File: src/rtl/change_request_sequencer.sv
// change_request_sequencer
//   Feeds the sparse-update block with change records read from a word memory.
//   Each record is four WORD_W words: {x}, {y}, {element hi 24}, {element lo 24}.
//   A record is presented on X/Y/NewElement with EnableChange raised until the
//   downstream block pulls EOC_Flag low (accept). The sequencer then waits for
//   EOC_Flag to return high (finished) before fetching the next record.
//   Each handshake phase is bounded by TIMEOUT cycles; expiry sets a sticky error.
//
// Ports
//   clock, reset      rising-edge clock, synchronous active-low reset
//   start             one-cycle run request (honoured only while idle)
//   base_addr         address of word 0 of record 0
//   num_req           records in the run (0 = done immediately)
//   mem_rd_en/addr    read strobe and address; mem_rdata returns one cycle later
//   X, Y, NewElement  current record
//   EnableChange      change request to downstream
//   EOC_Flag          downstream end-of-change (high = idle/finished)
//   busy, done, error run status; error is sticky until reset or next start
//   req_count         records completed in the current run
module change_request_sequencer #(
  parameter int WORD_W  = 24,
  parameter int ADDR_W  = 8,
  parameter int CNT_W   = 6,
  parameter int TIMEOUT = 4096
) (
  input  logic              clock,
  input  logic              reset,
  input  logic              start,
  input  logic [ADDR_W-1:0] base_addr,
  input  logic [CNT_W-1:0]  num_req,
  output logic              mem_rd_en,
  output logic [ADDR_W-1:0] mem_addr,
  input  logic [WORD_W-1:0] mem_rdata,
  output logic [15:0]       X,
  output logic [15:0]       Y,
  output logic [47:0]       NewElement,
  output logic              EnableChange,
  input  logic              EOC_Flag,
  output logic              busy,
  output logic              done,
  output logic              error,
  output logic [CNT_W-1:0]  req_count
);

  localparam int TMR_W = $clog2(TIMEOUT + 1);
  localparam logic [TMR_W-1:0] TMR_LAST = TMR_W'(TIMEOUT - 1);

  typedef enum logic [2:0] {IDLE, FETCH, ISSUE, WAIT_EOC, NEXT, FINISH} state_t;

  state_t            state;
  logic [ADDR_W-1:0] base;
  logic [CNT_W-1:0]  total;
  logic [CNT_W-1:0]  idx;
  logic [2:0]        phase;   // FETCH cycle 0..4
  logic [TMR_W-1:0]  timer;
  logic [ADDR_W-1:0] next_rec_addr;

  // Word 0 of the record after idx; the add wraps modulo 2^ADDR_W.
  assign next_rec_addr = base + ADDR_W'({idx + CNT_W'(1), 2'b00});

  always_ff @(posedge clock) begin
    if (!reset) begin
      state        <= IDLE;
      base         <= '0;
      total        <= '0;
      idx          <= '0;
      phase        <= '0;
      timer        <= '0;
      mem_rd_en    <= 1'b0;
      mem_addr     <= '0;
      X            <= '0;
      Y            <= '0;
      NewElement   <= '0;
      EnableChange <= 1'b0;
      busy         <= 1'b0;
      done         <= 1'b0;
      error        <= 1'b0;
      req_count    <= '0;
    end else begin
      done <= 1'b0;
      case (state)
        IDLE: begin
          if (start) begin
            error <= 1'b0;
            busy  <= 1'b1;
            if (num_req == '0) begin
              done  <= 1'b1;
              state <= FINISH;
            end else begin
              base      <= base_addr;
              total     <= num_req;
              idx       <= '0;
              req_count <= '0;
              phase     <= '0;
              mem_rd_en <= 1'b1;
              mem_addr  <= base_addr;
              state     <= FETCH;
            end
          end
        end

        // Reads issue in phases 0..3; the word read in phase k arrives in
        // phase k+1, so phase 4 only captures the last word.
        FETCH: begin
          phase <= phase + 3'd1;
          if (phase < 3'd3) mem_addr  <= mem_addr + ADDR_W'(1);
          else              mem_rd_en <= 1'b0;
          case (phase)
            3'd1: X                  <= mem_rdata[15:0];
            3'd2: Y                  <= mem_rdata[15:0];
            3'd3: NewElement[47:24]  <= mem_rdata[23:0];
            3'd4: begin
              NewElement[23:0] <= mem_rdata[23:0];
              EnableChange     <= 1'b1;
              timer            <= '0;
              state            <= ISSUE;
            end
            default: ;
          endcase
        end

        // Acceptance wins over a timeout landing in the same cycle.
        ISSUE: begin
          if (!EOC_Flag) begin
            EnableChange <= 1'b0;
            timer        <= '0;
            state        <= WAIT_EOC;
          end else if (timer == TMR_LAST) begin
            EnableChange <= 1'b0;
            error        <= 1'b1;
            busy         <= 1'b0;
            state        <= IDLE;
          end else begin
            timer <= timer + TMR_W'(1);
          end
        end

        WAIT_EOC: begin
          if (EOC_Flag) begin
            req_count <= req_count + CNT_W'(1);
            state     <= NEXT;
          end else if (timer == TMR_LAST) begin
            error <= 1'b1;
            busy  <= 1'b0;
            state <= IDLE;
          end else begin
            timer <= timer + TMR_W'(1);
          end
        end

        NEXT: begin
          idx <= idx + CNT_W'(1);
          if (idx == total - CNT_W'(1)) begin
            done  <= 1'b1;
            state <= FINISH;
          end else begin
            phase     <= '0;
            mem_rd_en <= 1'b1;
            mem_addr  <= next_rec_addr;
            state     <= FETCH;
          end
        end

        FINISH: begin
          busy  <= 1'b0;
          state <= IDLE;
        end

        default: state <= IDLE;
      endcase
    end
  end

endmodule

File: config.mk
export PLATFORM = sky130hd
export DESIGN_NAME = change_request_sequencer
export DESIGN_NICKNAME = d
export VERILOG_FILES = /design/src/rtl/change_request_sequencer.sv
export SDC_FILE = /design/constraint.sdc
export NUM_CORES = 1
export LEC_CHECK = 0
export ABC_AREA = 0
export CORE_ASPECT_RATIO = 2
export CORE_UTILIZATION = 30
export CTS_CLUSTER_SIZE = 14
export DETAILED_ROUTE_END_ITERATION = 8
export DONT_BUFFER_PORTS = 1
export PLACE_DENSITY = 0.55
export SETUP_SLACK_MARGIN = 0.05
export SLEW_MARGIN = 15
export SYNTH_ARGS = -nofsm -noshare
export SYNTH_HDL_FRONTEND = slang
export SYNTH_SLANG_ARGS = --single-unit
export TNS_END_PERCENT = 10
File: constraint.sdc
create_clock -name clock -period 2.65 [get_ports clock]
set_clock_uncertainty 0.2 [all_clocks]
set_input_delay 0.53 -clock clock [delete_from_list [all_inputs] [get_ports clock]]
set_output_delay 0.53 -clock clock [all_outputs]
set_load 0.005 [all_outputs]
==> impl_metrics.json <==
{
  "status": "complete, no violations",
  "tightestPinTransition_ps": 654,
  "tns_ps": 0,
  "mostFrequentLayoutCells": "nand2_1, dfxtp_1, a21oi_1, a21boi_0, nor2_1",
  "top_usage_layer": "met2",
  "layout_commonest_cell": "nand2_1",
  "routedWlPerCell_um": 18.3,
  "power_leakage_uw": 0.00254,
  "drv_cap": 0,
  "path_depth": 5,
  "io_pins": 141,
  "synth-edff-count": 0,
  "grt_pass1_wl_mm": 27.6,
  "cp.required_ps": 2780,
  "grt.overflow.total": 0,
  "die-area_um2": 21000,
  "rsz0062_at_grt": "no",
  "grt_max_degree": 79,
  "power_density_nw_per_um2": 864,
  "cts-root-buf": "clkbuf_16",
  "syn_area_um2": 6110,
  "cp-startpoint": "total[0]",
  "reg2reg_to": "mem_rd_en",
  "clock_latency_ps": 430,
  "start_kind": "flop",
  "first_iter_violations": 149,
  "setup_viol": 0,
  "arrival_ps": 2580,
  "grt_use_met1": 0.158,
  "critPathBufInv": 0,
  "hpwl_mm": 13.7,
  "rr_startpoint": "total[0]",
  "routed_via_density": 5.01,
  "drt-total-wl_mm": 18.7,
  "fmax_mhz": 408,
  "pre_cts_slack_ps": 217,
  "cpMaxStageDelayCell": "or4_1",
  "setup_ws_ps": 198,
  "cts_tree": "done",
  "firstDrtPassIters": 4,
  "coreArea_um2": 19900,
  "drc": 0,
  "synth_ff_type": "dfxtp_1",
  "hold_path.class": "primary input to flop",
  "cp_slowest_stage_delay_ps": 540,
  "drive_above_1_share": 0.0856,
  "cp_top_family": "compound AO/OA/AOI/OAI gates",
  "final_hold_viol_count": 0,
  "antenna_found_initial": 0,
  "place_area_um2": 6430,
  "crit_path_end_kind": "flop",
  "syn_inst": 750,
  "start_util": 0.307,
  "clockBufferDepth": 2,
  "synthToLayoutAreaGrowth_pct": 16.5,
  "ff2ff_path_depth": 5,
  "critPathKind": "flop to flop",
  "worst-r2r-setup-slack_ps": 200,
  "nNetsFinal": 803,
  "postRouteAntennaNets": 0,
  "hold_ws_ps": 28.2,
  "fin_area_um2": 7120,
  "endpoint": "mem_rd_en",
  "cts.sink_count": 138,
  "grtUsageMet2": 0.354,
  "die-width_um": 103,
  "use_met3": 0.0561,
  "ys_seq_area_frac": 0.452,
  "path_max_fanout": 6,
  "rows": 73,
  "ys_warn_count": 0,
  "synth_cell_type_count": 56,
  "hp-start": "mem_rdata[12]",
  "vias": 5115,
  "irDropWorstVdd_uv": 328,
  "grt_usage": 0.183,
  "slew_headroom": 0.563,
  "post-route-min-period_ps": 2450,
  "port_buffers": 0,
  "fp.dieH_um": 204,
  "cp_cell_sequence": "or4_1 -> or3_1 -> a211oi_2 -> a21oi_1 -> a31o_2",
  "synth-seq-cells": 138,
  "async_reset_ff_frac": 0,
  "grt_pass1_vias": 4890,
  "syn-num-nets": 807,
  "cts_htree_levels": 4,
  "clk_pin_slew_ps": 60,
  "gp_congestion": 0.817,
  "num_antenna_cells": 0,
  "slew_violations": 0,
  "fin_crit_sh": 0.925,
  "syn_area_per_cell_um2": 8.15,
  "cts_made_buffers": 17
}
[how the worst min path moves through the flow]
stage	end	slack, ps	cells after the start
final	NewElement[36]	30	2
after global routing	NewElement[5]	4	2
after CTS	NewElement[5]	4	2
after detailed placement	NewElement[41]	270	2
after global placement	NewElement[40]	260	2
after floorplan	base[0]	240	2
[kinds of logic (layout without fill, tap and decap cells)]
logic type / count (synthesis) / count (layout) / synth area share
AND/OR/NAND/NOR: 327 / 327 / 0.229
buffers and inverters: 53 / 62 / 0.0364
adder cells (fa/ha/maj): 15 / 15 / 0.0319
multiplexers: 6 / 6 / 0.00983
AO/OA/AOI/OAI: 179 / 179 / 0.195
flip-flops: 138 / 138 / 0.452
XOR/XNOR: 32 / 32 / 0.0459
[area by class of cell]
class                      count  area [um2]
clock buffer                  21         480
clock inverter                11         190
fill                        2097       12800
inverter                       8        30.0
multi-input combinational    559        3130
sequential                   138        2760
tap                          262         328
timing repair buffer          22         193
[per-layer routing]
| layer | vias to the layer above | wire length [um] |
|---|---|---|
| met1 | 2405 | 6160 |
| met5 | - | 0 |
| met4 | 0 | 869 |
| li1 | 2532 | - |
| met2 | 141 | 10500 |
| met3 | 37 | 1150 |
[flip-flops by register name (all words and copies together), names as in the netlist, 3 cells and up]
| signal | cells |
|---|---|
| X | 16 |
| req_count | 6 |
| phase | 3 |
| total | 6 |
| idx | 6 |
| base | 8 |
| NewElement | 48 |
| mem_addr | 8 |
| Y | 16 |
| state | 3 |
| timer | 13 |
[synthesized netlist by cell type (7+ instances only)]
library cell,n,area (um2)
a21oi_1,68,340
a21boi_0,46,345
inv_1,8,30.0
dfxtp_1,138,2760
xnor2_1,12,105
nand3_1,16,80.1
ha_1,14,175
nand2_1,220,826
clkbuf_1,33,124
buf_2,7,35.0
o21ai_0,16,80.1
nor2_1,39,146
nor2b_1,10,62.6
xor2_1,20,175
[report_power, final]
part / total, uW / switching [uW] / internal (uW)
Sequential: 2420 / 198 / 2220
Clock: 2690 / 925 / 1770
Combinational: 1040 / 615 / 424
[per-stage QoR]
| step | util | power [uW] | cells |
|---|---|---|---|
| 2_1_floorplan | - | 3180 | 750 |
| 3_3_place_gp | 0.323 | 3490 | 988 |
| 3_5_place_dp | 0.323 | 3510 | 988 |
| 4_1_cts | 0.357 | 6230 | 1021 |
| 5_1_grt | 0.357 | 6450 | 1021 |
| 6_report | 0.357 | 6150 | 1021 |
[repair_timing]
action,4_1_cts,5_1_grt
gates resized for setup,0,1
endpoints found under the hold margin,1,0
setup buffers,0,0
endpoints found under the setup margin,0,2
hold buffers,1,0
(Power assumes the default switching activity.)
